### src/rtl/mul_seq_pkg.sv
// Shared types and constants for the shift-and-add multiply sequencer.
// The state enum, the default operand width and the hi_sel encodings live here.
package mul_seq_pkg;

    localparam int WIDTH_DEFAULT = 32;

    localparam logic SEL_LO = 1'b0;
    localparam logic SEL_HI = 1'b1;

    typedef enum logic [1:0] {
        IDLE = 2'd0,
        RUN  = 2'd1,
        DONE = 2'd2
    } state_e;

endpackage

### src/rtl/AluAdder.sv
// Plain unsigned adder with carry-out, shared with the ALU datapath.
// The multiply sequencer uses one instance as its per-iteration adder.
module AluAdder #(
    parameter int WIDTH = 32
) (
    input  logic [WIDTH-1:0] a_i,
    input  logic [WIDTH-1:0] b_i,
    output logic [WIDTH-1:0] sum_o,
    output logic             carry_o
);

    assign {carry_o, sum_o} = {1'b0, a_i} + {1'b0, b_i};

endmodule

### src/rtl/mul_seq_ctrl.sv
// Multi-cycle unsigned multiplier: one shift-and-add iteration per cycle.
// Delivers either half of the double-width product through a valid/ready handshake.
module mul_seq_ctrl
    import mul_seq_pkg::*;
#(
    parameter int WIDTH = WIDTH_DEFAULT,
    parameter int CNT_W = $clog2(WIDTH)
) (
    input  logic             clk,
    input  logic             rst_n,
    input  logic             start_valid,
    output logic             start_ready,
    input  logic [WIDTH-1:0] op_a,
    input  logic [WIDTH-1:0] op_b,
    input  logic             hi_sel,
    input  logic             abort,
    output logic             res_valid,
    input  logic             res_ready,
    output logic [WIDTH-1:0] result,
    output logic             busy
);

    state_e             state_q, state_d;
    logic [WIDTH-1:0]   a_q, a_d;
    logic [WIDTH-1:0]   phi_q, phi_d;
    logic [WIDTH-1:0]   plo_q, plo_d;
    logic [CNT_W-1:0]   cnt_q, cnt_d;
    logic               sel_q, sel_d;
    logic               busy_q;

    logic [WIDTH-1:0]   addend;
    logic [WIDTH-1:0]   addSum;
    logic               addCarry;

    assign addend = plo_q[0] ? a_q : '0;

    AluAdder #(
        .WIDTH (WIDTH)
    ) u_adder (
        .a_i     (phi_q),
        .b_i     (addend),
        .sum_o   (addSum),
        .carry_o (addCarry)
    );

    always_ff @(posedge clk or negedge rst_n) begin
        if (!rst_n) begin
            state_q <= IDLE;
            a_q     <= '0;
            phi_q   <= '0;
            plo_q   <= '0;
            cnt_q   <= '0;
            sel_q   <= SEL_LO;
            busy_q  <= 1'b0;
        end else begin
            state_q <= state_d;
            a_q     <= a_d;
            phi_q   <= phi_d;
            plo_q   <= plo_d;
            cnt_q   <= cnt_d;
            sel_q   <= sel_d;
            busy_q  <= (state_d != IDLE);
        end
    end

    always_comb begin
        state_d = state_q;
        a_d     = a_q;
        phi_d   = phi_q;
        plo_d   = plo_q;
        cnt_d   = cnt_q;
        sel_d   = sel_q;

        unique case (state_q)
            IDLE: begin
                if (start_valid && !abort) begin
                    sel_d = hi_sel;
                    phi_d = '0;
                    // A zero operand makes the product trivially zero, so skip the iterations.
                    if ((op_a == '0) || (op_b == '0)) begin
                        plo_d   = '0;
                        state_d = DONE;
                    end else begin
                        a_d     = op_a;
                        plo_d   = op_b;
                        cnt_d   = '0;
                        state_d = RUN;
                    end
                end
            end
            RUN: begin
                if (abort) begin
                    state_d = IDLE;
                end else begin
                    // Carry-out becomes the new accumulator MSB, so no product bit is lost.
                    {phi_d, plo_d} = {addCarry, addSum, plo_q[WIDTH-1:1]};
                    cnt_d          = cnt_q + CNT_W'(1);
                    if (cnt_q == CNT_W'(WIDTH - 1)) begin
                        state_d = DONE;
                    end
                end
            end
            DONE: begin
                if (abort || res_ready) begin
                    state_d = IDLE;
                end
            end
            default: begin
                state_d = IDLE;
            end
        endcase
    end

    assign start_ready = (state_q == IDLE);
    assign res_valid   = (state_q == DONE);
    assign busy        = busy_q;
    assign result      = !res_valid ? '0 : ((sel_q == SEL_HI) ? phi_q : plo_q);

endmodule

### config.mk
export PLATFORM = sky130hd
export DESIGN_NAME = mul_seq_ctrl
export DESIGN_NICKNAME = d
export VERILOG_FILES = /design/src/rtl/mul_seq_pkg.sv /design/src/rtl/AluAdder.sv /design/src/rtl/mul_seq_ctrl.sv
export SDC_FILE = /design/constraint.sdc
export NUM_CORES = 1
export LEC_CHECK = 0
export ABC_CLOCK_PERIOD_IN_PS = 3200
export CORE_ASPECT_RATIO = 1.1
export CORE_MARGIN = 1.5
export CORE_UTILIZATION = 55
export DETAILED_ROUTE_END_ITERATION = 10
export HOLD_SLACK_MARGIN = 0.03
export PLACE_DENSITY = 0.91
export SKIP_CTS_REPAIR_TIMING = 1
export SLEW_MARGIN = 15
export SYNTH_ARGS = -nofsm -noshare
export SYNTH_HDL_FRONTEND = slang
export SYNTH_HIERARCHICAL = 1
export SYNTH_SLANG_ARGS = --single-unit
### constraint.sdc
create_clock -name clk -period 3.2 [get_ports clk]
set_input_delay 0.48 -clock clk [delete_from_list [all_inputs] [get_ports clk]]
set_output_delay 0.48 -clock clk [all_outputs]
set_load 0.02 [all_outputs]
# After elaboration in Yosys (flattened, before gate mapping)
# Index checks and enable logic that the tools add are counted.
[classes]
n_addsub = 2
mul = 0
n_div = 0
n_lt_le_gt_ge = 0
eq_ne = 6
shift = 0
mux = 20
bitwise_logic = 1
n_reduce_logical = 13
[op_table]
columns = ["operator", "n"]
rows = [
  ["$mux 32", 8],
  ["$pmux 32 s2", 2],
  ["$logic_not 32->1", 2],
  ["$add 32x32->33", 1],
  ["$mux 5", 3],
  ["$mux 2", 5],
  ["$pmux 5 s2", 1],
  ["$pmux 2 s3", 1],
  ["$reduce_and 3->1", 2],
  ["$add 5x1->5 const B", 1],
  ["$eq 5x5->1 const B", 1],
  ["$ne 2x2->1 const B", 2],
  ["$reduce_and 4->1", 1],
  ["$reduce_bool 2->1", 2],
  ["$eq 2x1->1 const B", 1],
  ["$eq 2x2->1 const B", 1],
  ["$logic_not 2->1", 1],
  ["$logic_or 1x1->1", 2],
  ["$ne 2x1->1 const B", 1],
  ["$reduce_and 2->1", 1],
  ["$logic_and 1x1->1", 1],
  ["$logic_not 1->1", 1],
  ["$not 1->1", 1],
]
[totals]
reg_bits = 105
latch_bits = 0
mem_bits_rw = 0
mem_bits_ro = 0
output_inout_bits = 35
wordCells = 49
memories = 0

# Longest topological paths before layout
# Gate-level depths: netlist of run 1.
[logic_depth]
word_depth = 6
ltp_mapped = 12

# By module
# Netlist of run 1, hierarchy kept.
[by_module_without_submodules]
columns = ["mod", "instances", "cells_per_inst", "area_per_inst_um2", "seq_area_each_um2"]
rows = [
  ["mul_seq_ctrl", 1, 494, 5195.0, 2627.5],
  ["AluAdder", 1, 231, 1660.3, 0.0],
]

# Worst setup path after synthesis of run 1
# OpenSTA, ideal clock, no wires.
[synth_timing]
kind = "register to register"
from = "register plo_q[0]"
to = "register phi_q[31]"
setup_ns = 0.121
t_arrival_ns = 2.727
slack_ns = 0.352
stages_incl_launch_ff = 12
path_buffers = 1
synth_period_minus_slack_ns = 2.848
path_cell_list = "dfrtp_1 > clkbuf_1 > and2_1 > fa_1 > a21o_1 > a221oi_2 > o211ai_1 > o21bai_2 > nor2_1 > o21ai_1 > a311o_1 > a22o_1"
[synth_via]
elab_chain_len = 4
[synth_lines]
columns = ["item", "line", "source"]
rows = [
  ["start: declaration", "mul_seq_ctrl.sv:26", "logic [WIDTH-1:0] plo_q, plo_d;"],
  ["start signal: assignment", "mul_seq_ctrl.sv:59", "plo_q <= plo_d;"],
  ["$mux 32", "mul_seq_ctrl.sv:35", "assign addend = plo_q[0] ? a_q : '0;"],
  ["named net addend[1]", "mul_seq_ctrl.sv:31", "logic [WIDTH-1:0] addend;"],
  ["$add 32x32->33", "AluAdder.sv:12", "assign {carry_o, sum_o} = {1'b0, a_i} + {1'b0, b_i};"],
  ["named net addCarry", "mul_seq_ctrl.sv:33", "logic addCarry;"],
  ["$mux 32", "mul_seq_ctrl.sv:92", "if (abort) begin"],
  ["$pmux 32 s2", "mul_seq_ctrl.sv:74", "unique case (state_q)"],
  ["end signal: assignment", "mul_seq_ctrl.sv:58", "phi_q <= phi_d;"],
  ["end: declaration", "mul_seq_ctrl.sv:25", "logic [WIDTH-1:0] phi_q, phi_d;"],
]
# The timed path passes the listed nets, and every way through them passes these cells. The select of a mux whose other input is x is not followed.
# A chain may end at the register's enable or synchronous reset.

# Worst setup path in the final report of run 1
# Same ends and word-level chain as after synthesis.

==> flow_metrics.py, run 1 <==
metrics = {
    "global_routing": {
        "grt_pass1_wl_mm": 29.3,
        "grt_max_degree": 63,
        "grt_use_met1": 0.375,
        "grt_pass1_vias": 5875,
        "grt_overflow": 0,
        "grt_use_met3": 0.0413,
        "met2_usage": 0.475,
        "grt.total_usage": 0.290,
        "grt-busiest-layer": "met2",
        "antenna_found_initial": 0,
    },
    "timing": {
        "finalSetupTns_ns": 0,
        "fin_ws_ns": 0.101,
        "hold_violations": 0,
        "whs_ns": 0.128,
        "fin_worst_skew_ns": 0.0126,
        "fmax_mhz": 323,
        "period_share": 0.968,
        "slew_headroom": 0.534,
        "setup_viol": 0,
        "final.min_clock_period_ns": 3.10,
        "tightest_slew_ns": 0.696,
        "rsz0062_at_grt": "false",
        "slew_viol_final": 0,
    },
    "cells_and_area": {
        "stdcell_area_um2": 8400,
        "area_delta_synth_final_pct": 22.5,
        "layout_commonest_cell": "dfrtp_1",
        "diodes": 0,
        "layout.cells.most_common_list": "105 x dfrtp_1, 103 x clkdlybuf4s50_1, 97 x a21oi_1",
        "fin_nets": 919,
        "final_layout_size_suffix_gt1_frac": 0.0966,
    },
    "clock_tree": {
        "numCtsBuffers": 9,
        "cts_tree": "done",
        "clockRootBuffer": "clkbuf_16",
        "clock_latency_ns": 0.35,
        "path_clk_slew_ns": 0.07,
        "clockBufferDepth": 2,
        "cts_sinks": 105,
        "h-tree-depth": 3,
    },
    "drt": {
        "wirelength_mm": 18.5,
        "dr_total_vias": 6039,
        "first_pass_iters": 5,
        "antenna_left": 0,
        "wl_per_cell_um": 19.0,
        "drt_iter0_drc": 352,
        "drc": 0,
        "avgViaCountPerCell": 6.21,
    },
    "power_and_ir_drop": {
        "p_leak_uw": 0.00373,
        "vdd_drop_max_mv": 0.340,
        "p_per_area_nw_per_um2": 711,
    },
    "worst_setup_path": {
        "startpoint_type": "register",
        "arrival_ns": 3.34,
        "crit_slowest_cell": "dfrtp_1",
        "crit_chain": "and2_1, ha_1, fa_1, a21o_1, a221oi_4, o211ai_1, o21bai_2, nor2_1, o21ai_1, a311o_1, a22o_1",
        "critical-path-max-stage-delay_ns": 0.44,
        "cp-end-kind": "register",
        "crit_fanout": 5,
        "critPathKind": "register to register",
        "crit_required_ns": 3.44,
    },
    "die": {
        "rows": 42,
        "start_util": 0.567,
        "pin_count": 105,
        "die_height_um": 120,
        "core_um2": 12100,
        "die_w_um": 109,
        "die-area_um2": 13100,
    },
    "logic_synthesis": {
        "syn_area_um2": 6860,
        "postSynth.asyncResetShare": 1.00,
        "synth_cell_type_count": 57,
        "syn_nets": 830,
        "avgSynthCellArea_um2": 9.46,
        "synthCells": 725,
        "synth_top_flop_cell": "dfrtp_1",
        "yosysSeqAreaShare": 0.383,
        "synth.ff_latch_count": 105,
        "yosysWarnings": 6,
        "synth_edf_count": 0,
    },
    "place": {
        "postPlaceCellArea_um2": 8070,
        "hpwlAfterDp_mm": 13.8,
        "routabilityCongestion": 0.973,
        "place_ws_ns": 0.121,
        "io_buffers": 104,
    },
    "flow_run": {
        "maxCapViolCount": 0,
    },
    "hold_path": {
        "hp-class": "primary input to async pin",
    },
    "status": {
        "outcome": "finished, final reports clean",
    },
}
Yosys cell counts, types with 9 or more instances:
cell type  number  area [um2]
nand2_1        25        93.8
xor2_1         11        96.3
nand4_1        16         100
nand3_1        38         190
and2_1         34         213
xnor2_1        18         158
mux2_1          9         101
mux2_4         18         270
a21oi_1        97         485
dfrtp_1       105        2630
a21o_1         10        75.1
ha_1           34         425
nor4_1         16         100
a22o_1         34         298
clkbuf_1       25        93.8
mux2i_1        32         320
buf_2          13        65.1
nor2_1         83         312
o21ai_0        13        65.1
worst paths after layout:
check                                      from  cells past startpoint  slack (ns)                    end
min                                       rst_n                      1        0.13         busy$_DFF_PN0_
max                        plo_q[0]$_DFFE_PN0P_                     11        0.10  phi_q[31]$_DFFE_PN0P_
max reg2reg                plo_q[0]$_DFFE_PN0P_                     11        0.10  phi_q[31]$_DFFE_PN0P_
min in group clk            a_q[30]$_DFFE_PN0P_                      1        0.49    a_q[30]$_DFFE_PN0P_
max in group asynchronous                 rst_n                      2        2.34    a_q[17]$_DFFE_PN0P_
min reg2reg                 a_q[30]$_DFFE_PN0P_                      1        0.49    a_q[30]$_DFFE_PN0P_
worst max-delay path: cells and delay by family, from the launching register on:
kind                     cells  cell delay, ns
AO/OA/AOI/OAI                7            1.63
adder cells (fa/ha/maj)      2            0.62
flip-flops                   1            0.44
AND/OR/NAND/NOR              2            0.29
report_power, final:
group          leakage, uW  total (uW)  internal (uW)  switching (uW)
clock network     0.000142        1110            626             483
logic              0.00231        2740           1250            1490
registers          0.00128        2120           1710             405
total              0.00373        5970           3590            2380
cell families (layout without fill, tap and decap cells):
kind of cell / after synthesis / after routing / share of synthesized area
AOI/OAI and AO/OA: 197 / 197 / 0.191
xor gates and xnor gates: 29 / 29 / 0.0371
adders and majority gates: 35 / 35 / 0.0650
buffers and inverters: 54 / 147 / 0.0369
DFF: 105 / 105 / 0.383
muxes: 65 / 65 / 0.111
and+or+nand+nor: 240 / 240 / 0.176
sequential cells by signal, summed over array words and instances (netlist names):
register,count
a_q,32
state_q,2
cnt_q,5
busy,1
phi_q,32
sel_q,1
plo_q,32
metrics by stage:
step | cells | util | total power [uW]
floorplan | 725 | - | 4010
global placement | 956 | 0.668 | 4700
detailed placement | 956 | 0.668 | 4780
CTS | 971 | 0.692 | 5890
global route | 972 | 0.695 | 6320
finish | 972 | 0.695 | 5970
per-layer routing:
metal | vias to the layer above | wire length (um)
met5 | - | 0
met4 | 0 | 750
met3 | 55 | 1110
met2 | 263 | 9190
met1 | 2892 | 7410
li1 | 2829 | -
layout make-up:
type,instances,area [um2]
Timing Repair Buffer,125,1250
Sequential cell,105,2630
Clock inverter,4,51.3
Multi-Input combinational cell,566,4010
Tap cell,154,193
Fill cell,896,3690
Inverter,7,26.3
Clock buffer,11,243
No activity file was read; power rests on OpenSTA's default activity.
==> run 2, diff against run 1 <==
--- a/config.mk
+++ b/config.mk
@@ -5,7 +5,6 @@
 export SDC_FILE = /design/constraint.sdc
 export NUM_CORES = 1
 export LEC_CHECK = 0
-export ABC_CLOCK_PERIOD_IN_PS = 3200
 export CORE_ASPECT_RATIO = 1.1
 export CORE_MARGIN = 1.5
 export CORE_UTILIZATION = 55
==> results of run 2 <==
No change in the layout: final DEF, timing and power equal those of run 1.
